`src/rtl/pcd_frame_decoder.sv`:
```
// PICC-side receiver for ISO 14443-A 106 kbps PCD->PICC frames.
// Decodes Modified Miller symbols from the demodulated carrier envelope
// into LSB-first bytes with parity, short-frame and error status.
module pcd_frame_decoder #(
    parameter int unsigned QTR_CYCLES = 1,
    parameter int unsigned MAX_BYTES  = 5,
    parameter bit          ODD_PARITY = 1'b1
) (
    input  logic                             clk_in,
    input  logic                             rst_in,
    input  logic                             env_in,
    output logic [8*MAX_BYTES-1:0]           data_out,
    output logic [$clog2(MAX_BYTES+1)-1:0]   num_bytes,
    output logic                             short_frame,
    output logic [MAX_BYTES-1:0]             parity_err,
    output logic                             coding_err,
    output logic                             length_err,
    output logic                             rx_busy,
    output logic                             rx_done
);

    localparam int unsigned PERIOD = 4 * QTR_CYCLES;
    localparam int unsigned CW     = (PERIOD > 2) ? $clog2(PERIOD) : 2;
    localparam int unsigned NBW    = $clog2(MAX_BYTES + 1);
    localparam int unsigned DW     = 8 * MAX_BYTES;
    localparam int unsigned IW     = (DW > 2) ? $clog2(DW) : 1;
    localparam int unsigned HW     = $clog2(8 * QTR_CYCLES + 1);

    localparam logic [CW-1:0]  Q0_END   = CW'(QTR_CYCLES);
    localparam logic [CW-1:0]  Q2_BEG   = CW'(2 * QTR_CYCLES);
    localparam logic [CW-1:0]  Q2_END   = CW'(3 * QTR_CYCLES);
    localparam logic [CW-1:0]  CYC_LAST = CW'(PERIOD - 1);
    localparam logic [HW-1:0]  HI_LAST  = HW'(8 * QTR_CYCLES - 1);
    localparam logic [NBW-1:0] BYTES_MAX = NBW'(MAX_BYTES);

    typedef enum logic [2:0] {
        ST_IDLE,
        ST_SOC,
        ST_DATA,
        ST_DONE,
        ST_ERR
    } state_t;

    typedef enum logic [1:0] {
        SYM_X,
        SYM_Y,
        SYM_Z,
        SYM_BAD
    } sym_t;

    state_t          state;
    sym_t            sym;
    sym_t            last_sym;
    logic            env_prev;
    logic [CW-1:0]   cyc;
    logic            low_q0;
    logic            low_q2;
    logic            have_held;
    logic            held_bit;
    logic [NBW-1:0]  byte_idx;
    logic [3:0]      pos;
    logic            par_acc;
    logic [HW-1:0]   hi_cnt;

    logic            in_q0;
    logic            in_q2;
    logic            sym_end;
    logic            coding_hit;
    logic            early_y;
    logic            dec_valid;
    logic            dec_bit;
    logic            overflow;
    logic            frame_end;
    logic [IW-1:0]   commit_idx;
    logic [DW-1:0]   commit_vec;
    logic            parity_bad;
    logic [MAX_BYTES-1:0] par_vec;

    // Symbol classification and per-symbol decode decisions
    always_comb begin
        in_q0      = (cyc < Q0_END);
        in_q2      = (cyc >= Q2_BEG) && (cyc < Q2_END);
        sym_end    = ((state == ST_SOC) || (state == ST_DATA)) && (cyc == CYC_LAST);

        sym = SYM_Y;
        if (low_q0 && low_q2) begin
            sym = SYM_BAD;
        end else if (low_q0) begin
            sym = SYM_Z;
        end else if (low_q2) begin
            sym = SYM_X;
        end

        coding_hit = sym_end && (((state == ST_SOC) && (sym != SYM_Z)) ||
                                 ((state == ST_DATA) && (sym == SYM_BAD)));
        early_y    = sym_end && (state == ST_DATA) && (sym == SYM_Y) && !have_held;
        dec_valid  = sym_end && (state == ST_DATA) &&
                     ((sym == SYM_X) || (sym == SYM_Z) ||
                      ((sym == SYM_Y) && have_held && (last_sym == SYM_X)));
        dec_bit    = (sym == SYM_X);
        overflow   = dec_valid && have_held && (byte_idx == BYTES_MAX);
        frame_end  = sym_end && (state == ST_DATA) && (sym == SYM_Y) &&
                     have_held && (last_sym != SYM_X);

        commit_idx = IW'({byte_idx, 3'b000}) + IW'(pos);
        commit_vec = DW'(held_bit) << commit_idx;
        parity_bad = par_acc ^ held_bit ^ ODD_PARITY;
        par_vec    = MAX_BYTES'(parity_bad) << byte_idx;
    end

    // Frame FSM: symbol timing, bit commit, status and handshake outputs
    always_ff @(posedge clk_in) begin
        if (rst_in) begin
            state       <= ST_IDLE;
            env_prev    <= 1'b0;
            cyc         <= '0;
            low_q0      <= 1'b0;
            low_q2      <= 1'b0;
            last_sym    <= SYM_Y;
            have_held   <= 1'b0;
            held_bit    <= 1'b0;
            byte_idx    <= '0;
            pos         <= '0;
            par_acc     <= 1'b0;
            hi_cnt      <= '0;
            data_out    <= '0;
            num_bytes   <= '0;
            short_frame <= 1'b0;
            parity_err  <= '0;
            coding_err  <= 1'b0;
            length_err  <= 1'b0;
            rx_busy     <= 1'b0;
            rx_done     <= 1'b0;
        end else begin
            env_prev <= env_in;
            rx_done  <= 1'b0;

            case (state)
                ST_IDLE: begin
                    // The detecting cycle is cyc=0 of the start symbol, already low in q0
                    if (env_prev && !env_in) begin
                        state       <= ST_SOC;
                        cyc         <= CW'(1);
                        low_q0      <= 1'b1;
                        low_q2      <= 1'b0;
                        have_held   <= 1'b0;
                        held_bit    <= 1'b0;
                        byte_idx    <= '0;
                        pos         <= '0;
                        par_acc     <= 1'b0;
                        data_out    <= '0;
                        num_bytes   <= '0;
                        short_frame <= 1'b0;
                        parity_err  <= '0;
                        coding_err  <= 1'b0;
                        length_err  <= 1'b0;
                        rx_busy     <= 1'b1;
                    end
                end

                ST_SOC, ST_DATA: begin
                    if (!sym_end) begin
                        cyc <= cyc + 1'b1;
                        if (in_q0 && !env_in) low_q0 <= 1'b1;
                        if (in_q2 && !env_in) low_q2 <= 1'b1;
                    end else begin
                        cyc      <= '0;
                        low_q0   <= 1'b0;
                        low_q2   <= 1'b0;
                        last_sym <= sym;

                        if (coding_hit || early_y || overflow) begin
                            if (coding_hit) coding_err <= 1'b1;
                            if (early_y || overflow) length_err <= 1'b1;
                            state   <= ST_ERR;
                            hi_cnt  <= '0;
                            rx_done <= 1'b1;
                            rx_busy <= 1'b0;
                        end else if (state == ST_SOC) begin
                            state <= ST_DATA;
                        end else if (frame_end) begin
                            // The held bit is the end-of-communication zero and is dropped
                            state   <= ST_DONE;
                            rx_done <= 1'b1;
                            rx_busy <= 1'b0;
                            if ((byte_idx == '0) && (pos == 4'd7)) begin
                                short_frame <= 1'b1;
                                num_bytes   <= NBW'(1);
                                parity_err  <= '0;
                            end else if ((pos == 4'd0) && (byte_idx != '0)) begin
                                num_bytes <= byte_idx;
                            end else begin
                                length_err <= 1'b1;
                                num_bytes  <= byte_idx;
                            end
                        end else if (dec_valid) begin
                            held_bit  <= dec_bit;
                            have_held <= 1'b1;
                            if (have_held) begin
                                if (pos == 4'd8) begin
                                    parity_err <= parity_err | par_vec;
                                    pos        <= '0;
                                    byte_idx   <= byte_idx + 1'b1;
                                end else begin
                                    data_out <= data_out | commit_vec;
                                    par_acc  <= (pos == 4'd0) ? held_bit : (par_acc ^ held_bit);
                                    pos      <= pos + 1'b1;
                                end
                            end
                        end
                    end
                end

                ST_DONE: begin
                    state <= ST_IDLE;
                end

                ST_ERR: begin
                    if (env_in) begin
                        if (hi_cnt == HI_LAST) begin
                            state  <= ST_IDLE;
                            hi_cnt <= '0;
                        end else begin
                            hi_cnt <= hi_cnt + 1'b1;
                        end
                    end else begin
                        hi_cnt <= '0;
                    end
                end

                default: begin
                    state <= ST_IDLE;
                end
            endcase
        end
    end

endmodule
```
`config.mk`:
```
export PLATFORM = sky130hd
export DESIGN_NAME = pcd_frame_decoder
export DESIGN_NICKNAME = d
export VERILOG_FILES = /design/src/rtl/pcd_frame_decoder.sv
export SDC_FILE = /design/constraint.sdc
export NUM_CORES = 1
export LEC_CHECK = 0
export BUFFER_PORTS_ARGS = -buffer_cell sky130_fd_sc_hd__buf_2
export CORE_MARGIN = 2
export CORE_UTILIZATION = 30
export CTS_BUF_LIST = sky130_fd_sc_hd__clkbuf_8 sky130_fd_sc_hd__clkbuf_16
export DETAILED_ROUTE_END_ITERATION = 8
export PLACE_DENSITY = 0.57
export SLEW_MARGIN = 40
export SYNTH_ARGS = -nofsm -noshare
export SYNTH_HDL_FRONTEND = slang
export SYNTH_SLANG_ARGS = --single-unit
```
`constraint.sdc`:
```
create_clock -name clk_in -period 3.8 [get_ports clk_in]
set_input_delay 0.57 -clock clk_in [delete_from_list [all_inputs] [get_ports clk_in]]
set_output_delay 0.57 -clock clk_in [all_outputs]
set_load 0.005 [all_outputs]
```
==> insert_results.sql <==
INSERT INTO impl_metrics (metric_group, metric, value, unit) VALUES
('outcome', 'outcome', 'completed', ''),
('timing', 'worst-slew-pin-transition', '0.651', 'ns'),
('logic_synthesis', 'synth-edff-count', '0', ''),
('global_routing', 'globalRoute.totalOverflow', '0', ''),
('floorplanning', 'die-width', '117', 'µm'),
('floorplanning', 'die-height', '117', 'µm'),
('drt', 'route.detailed.wl_per_inst', '15.5', 'µm'),
('clock_network', 'path_clk_slew', '0.06', 'ns'),
('logic_synthesis', 'synth_compound_gate_area_share', '24.2', '%'),
('logic_synthesis', 'post_synth_most_frequent_cells', 'dfxtp_1 (77), nor2_1 (35), a21oi_1 (30), o21a_1 (30), nand2_1 (29)', ''),
('critical_path', 'timing.critical_path.to_type', 'register', ''),
('final_layout', 'fillCellCount', '1316', ''),
('clock_network', 'cts_h_tree_depth', '3', ''),
('logic_synthesis', 'synth_nets', '453', ''),
('global_routing', 'groute.usage.overall', '15.4', '%'),
('pwr', 'static-leakage-power', '1.76', 'nW'),
('pwr', 'total_switching_power', '0.437', 'mW'),
('critical_path', 'cp_num_buf_inv', '2', ''),
('logic_synthesis', 'postSynth.asyncResetShare', '0', '%'),
('floorplanning', 'placeableCoreArea', '0.0125', 'mm²'),
('drt', 'route.detailed.drc', '0', ''),
('floorplanning', 'die_area', '0.0137', 'mm²'),
('clock_network', 'cts_resized', '0', ''),
('critical_path', 'timing.critical_path.slowest_cell_delay', '0.43', 'ns'),
('logic_synthesis', 'synth-seq-cells', '77', ''),
('timing', 'hold_ws', '0.462', 'ns'),
('drt', 'drt_wl_total', '10100', 'µm'),
('global_routing', 'grt_first_pass_wirelength', '16500', 'µm'),
('global_routing', 'via_count_of_the_first_global_routing_pass', '3275', ''),
('clock_network', 'worst_skew_pair.late_latency', '0.34', 'ns'),
('floorplanning', 'io_pins', '56', ''),
('critical_path', 'worstPathMaxFanout', '21', ''),
('timing', 'postLayoutSetupSlackWorst', '1.22', 'ns'),
('final_layout', 'num_antenna_cells', '0', ''),
('critical_path', 'r2r-end', 'data_out[24]$_SDFFE_PP0P_', ''),
('pwr', 'cellPowerDensity', '399', 'mW/mm²'),
('placement', 'dp.cells', '636', ''),
('critical_path', 'r2r-start', 'low_q0$_SDFFE_PP0P_', ''),
('floorplanning', 'initial_core_util', '30.6', '%'),
('timing', 'fin_skew', '0.00681', 'ns'),
('pwr', 'p_seq_share', '46.1', '%'),
('floorplanning', 'rows', '41', ''),
('logic_synthesis', 'number_of_library_cell_types_mapped_by_synthesis', '66', ''),
('logic_synthesis', 'netlist_area', '0.00382', 'mm²'),
('final_layout', 'area.growth.synth_to_final', '17.7', '%'),
('clock_network', 'cts_tree', 'built', ''),
('critical_path', 'worst-path-stages', '8', ''),
('critical_path', 'worstSetupEndpoint', 'data_out[24]$_SDFFE_PP0P_', ''),
('pwr', 'intPower', '1.36', 'mW'),
('clock_network', 'ctsRootBufferMaster', 'clkbuf_16', ''),
('pwr', 'share_clk_of_total_power', '47.0', '%'),
('timing', 'totalNegativeSetupSlack', '0', 'ns'),
('timing', 'total_setup_violations_reported_at_the_end_of_the_flow', '0', ''),
('critical_path', 'path_delay_family', 'compound AO/OA/AOI/OAI gates', ''),
('timing', 'rsz0062_at_grt', 'no', ''),
('logic_synthesis', 'avgSynthCellArea', '8.81', 'µm²'),
('placement', 'post-dp-hpwl', '7180', 'µm'),
('timing', 'final_period_minus_worst_setup_slack', '2.58', 'ns'),
('logic_synthesis', 'synth_most_common_cell', 'dfxtp_1', ''),
('logic_synthesis', 'muxShareOfSynthArea', '0.785', '%'),
('critical_path', 'worst_ep_arrival_time', '2.86', 'ns'),
('global_routing', 'antenna_violations_before_repair', '0', ''),
('logic_synthesis', 'netlist.top_cell.by_area', 'dfxtp_1', ''),
('logic_synthesis', 'post_synth_and_or_nand_nor_area_fraction', '23.3', '%'),
('timing', 'slew_violations', '0', ''),
('pwr', 'power.switching_fraction', '24.3', '%'),
('logic_synthesis', 'synth_top_cell_area_share', '40.3', '%'),
('logic_synthesis', 'synth_area_leaders', 'dfxtp_1 (40%), o21a_1 (5.9%), ha_1 (5.2%)', ''),
('worst_hold_path', 'hold_path_class', 'reg -> reg', ''),
('clock_network', 'cts_buffer_depth', '2', ''),
('final_layout', 'final_cell_count_no_fill', '652', '');
==> worst min-delay path by stage <==
stage / startpoint / endpoint / slack, ns / cells past startpoint
2_1_floorplan: coding_err$_SDFFE_PP0P_ / coding_err$_SDFFE_PP0P_ / 0.45 / 2
5_1_grt: data_out[18]$_SDFFE_PP0P_ / data_out[18]$_SDFFE_PP0P_ / 0.49 / 1
4_1_cts: data_out[8]$_SDFFE_PP0P_ / data_out[8]$_SDFFE_PP0P_ / 0.47 / 1
3_5_place_dp: data_out[33]$_SDFFE_PP0P_ / data_out[33]$_SDFFE_PP0P_ / 0.45 / 1
3_3_place_gp: data_out[38]$_SDFFE_PP0P_ / data_out[38]$_SDFFE_PP0P_ / 0.45 / 1
6_report: data_out[8]$_SDFFE_PP0P_ / data_out[8]$_SDFFE_PP0P_ / 0.46 / 1
==> flip-flops by register name (all words and copies together), names as in the netlist <==
signal       cells
cyc              2
parity_err       5
env_prev         1
hi_cnt           4
num_bytes        3
length_err       1
low_q0           1
pos              4
data_out        40
held_bit         1
rx_busy          1
short_frame      1
rx_done          1
byte_idx         3
last_sym         2
state            3
par_acc          1
low_q2           1
have_held        1
coding_err       1
==> power groups by stage <==
stage	clock network [mW]	registers [mW]	logic, mW
floorplan	0	0.839	0.101
CTS	0.867	0.828	0.124
detailed placement	0	0.846	0.123
global placement	0	0.846	0.119
global route	0.904	0.830	0.137
finish	0.846	0.829	0.124
==> per-stage QoR <==
stage / area (µm²) / power [mW] / utilization [%]
global placement: 4190 / 0.965 / 33.5
CTS: 4500 / 1.82 / 36.0
global route: 4500 / 1.87 / 36.0
floorplan: 3820 / 0.940 / -
finish: 4500 / 1.80 / 36.0
detailed placement: 4210 / 0.970 / 33.6
==> routing by layer <==
layer / GRT usage, % / vias to the layer above / wire (µm) / part of all wire (%)
met2: 25.0 / 102 / 4650 / 46
li1: - / 1696 / - / -
met3: 3.96 / 17 / 602 / 5.9
met4: 5.41 / 0 / 165 / 1.6
met5: 0 / - / 0 / 0
met1: 20.0 / 1582 / 4710 / 46
==> layout by cell type, fill, tap and decap left out, types with 13 or more instances in the layout <==
cell type / netlist / routed
dfxtp_1: 77 / 77
buf_2: 7 / 55
nor2_1: 35 / 35
o21a_1: 30 / 30
nand2_1: 29 / 29
a21oi_1: 30 / 29
nor3_1: 24 / 24
nor4_1: 20 / 20
inv_1: 14 / 16
ha_1: 16 / 16
nand3_1: 13 / 13
==> worst register-to-register path: stages (launching register included) <==
cell and delay [ns]:
dfxtp_1 0.43, inv_1 0.09, ha_1 0.37, mux2i_1 0.31, a221o_2 0.27, o2111ai_4 0.32
buf_8 0.29, nor4_1 0.31, o21a_1 0.14
==> logic make-up (layout without fill, tap and decap cells) <==
family / count (synthesis) / count (layout)
muxes: 3 / 3
xor gates and xnor gates: 4 / 4
DFF: 77 / 77
and+or+nand+nor: 167 / 167
adders and majority gates: 16 / 16
AOI/OAI and AO/OA: 124 / 124
buffers and inverters: 43 / 89
==> layout make-up <==
| class | instances | area [µm²] | area share (%) |
|---|---|---|---|
| Clock inverter | 7 | 68.8 | 1.53 |
| Sequential cell | 77 | 1540 | 34.2 |
| Inverter | 14 | 52.6 | 1.17 |
| Timing Repair Buffer | 59 | 313 | 6.95 |
| Multi-Input combinational cell | 314 | 2090 | 46.3 |
| Clock buffer | 9 | 225 | 5.00 |
| Tap cell | 172 | 215 | 4.78 |
Note: power is estimated with default switching activity, not from simulation.
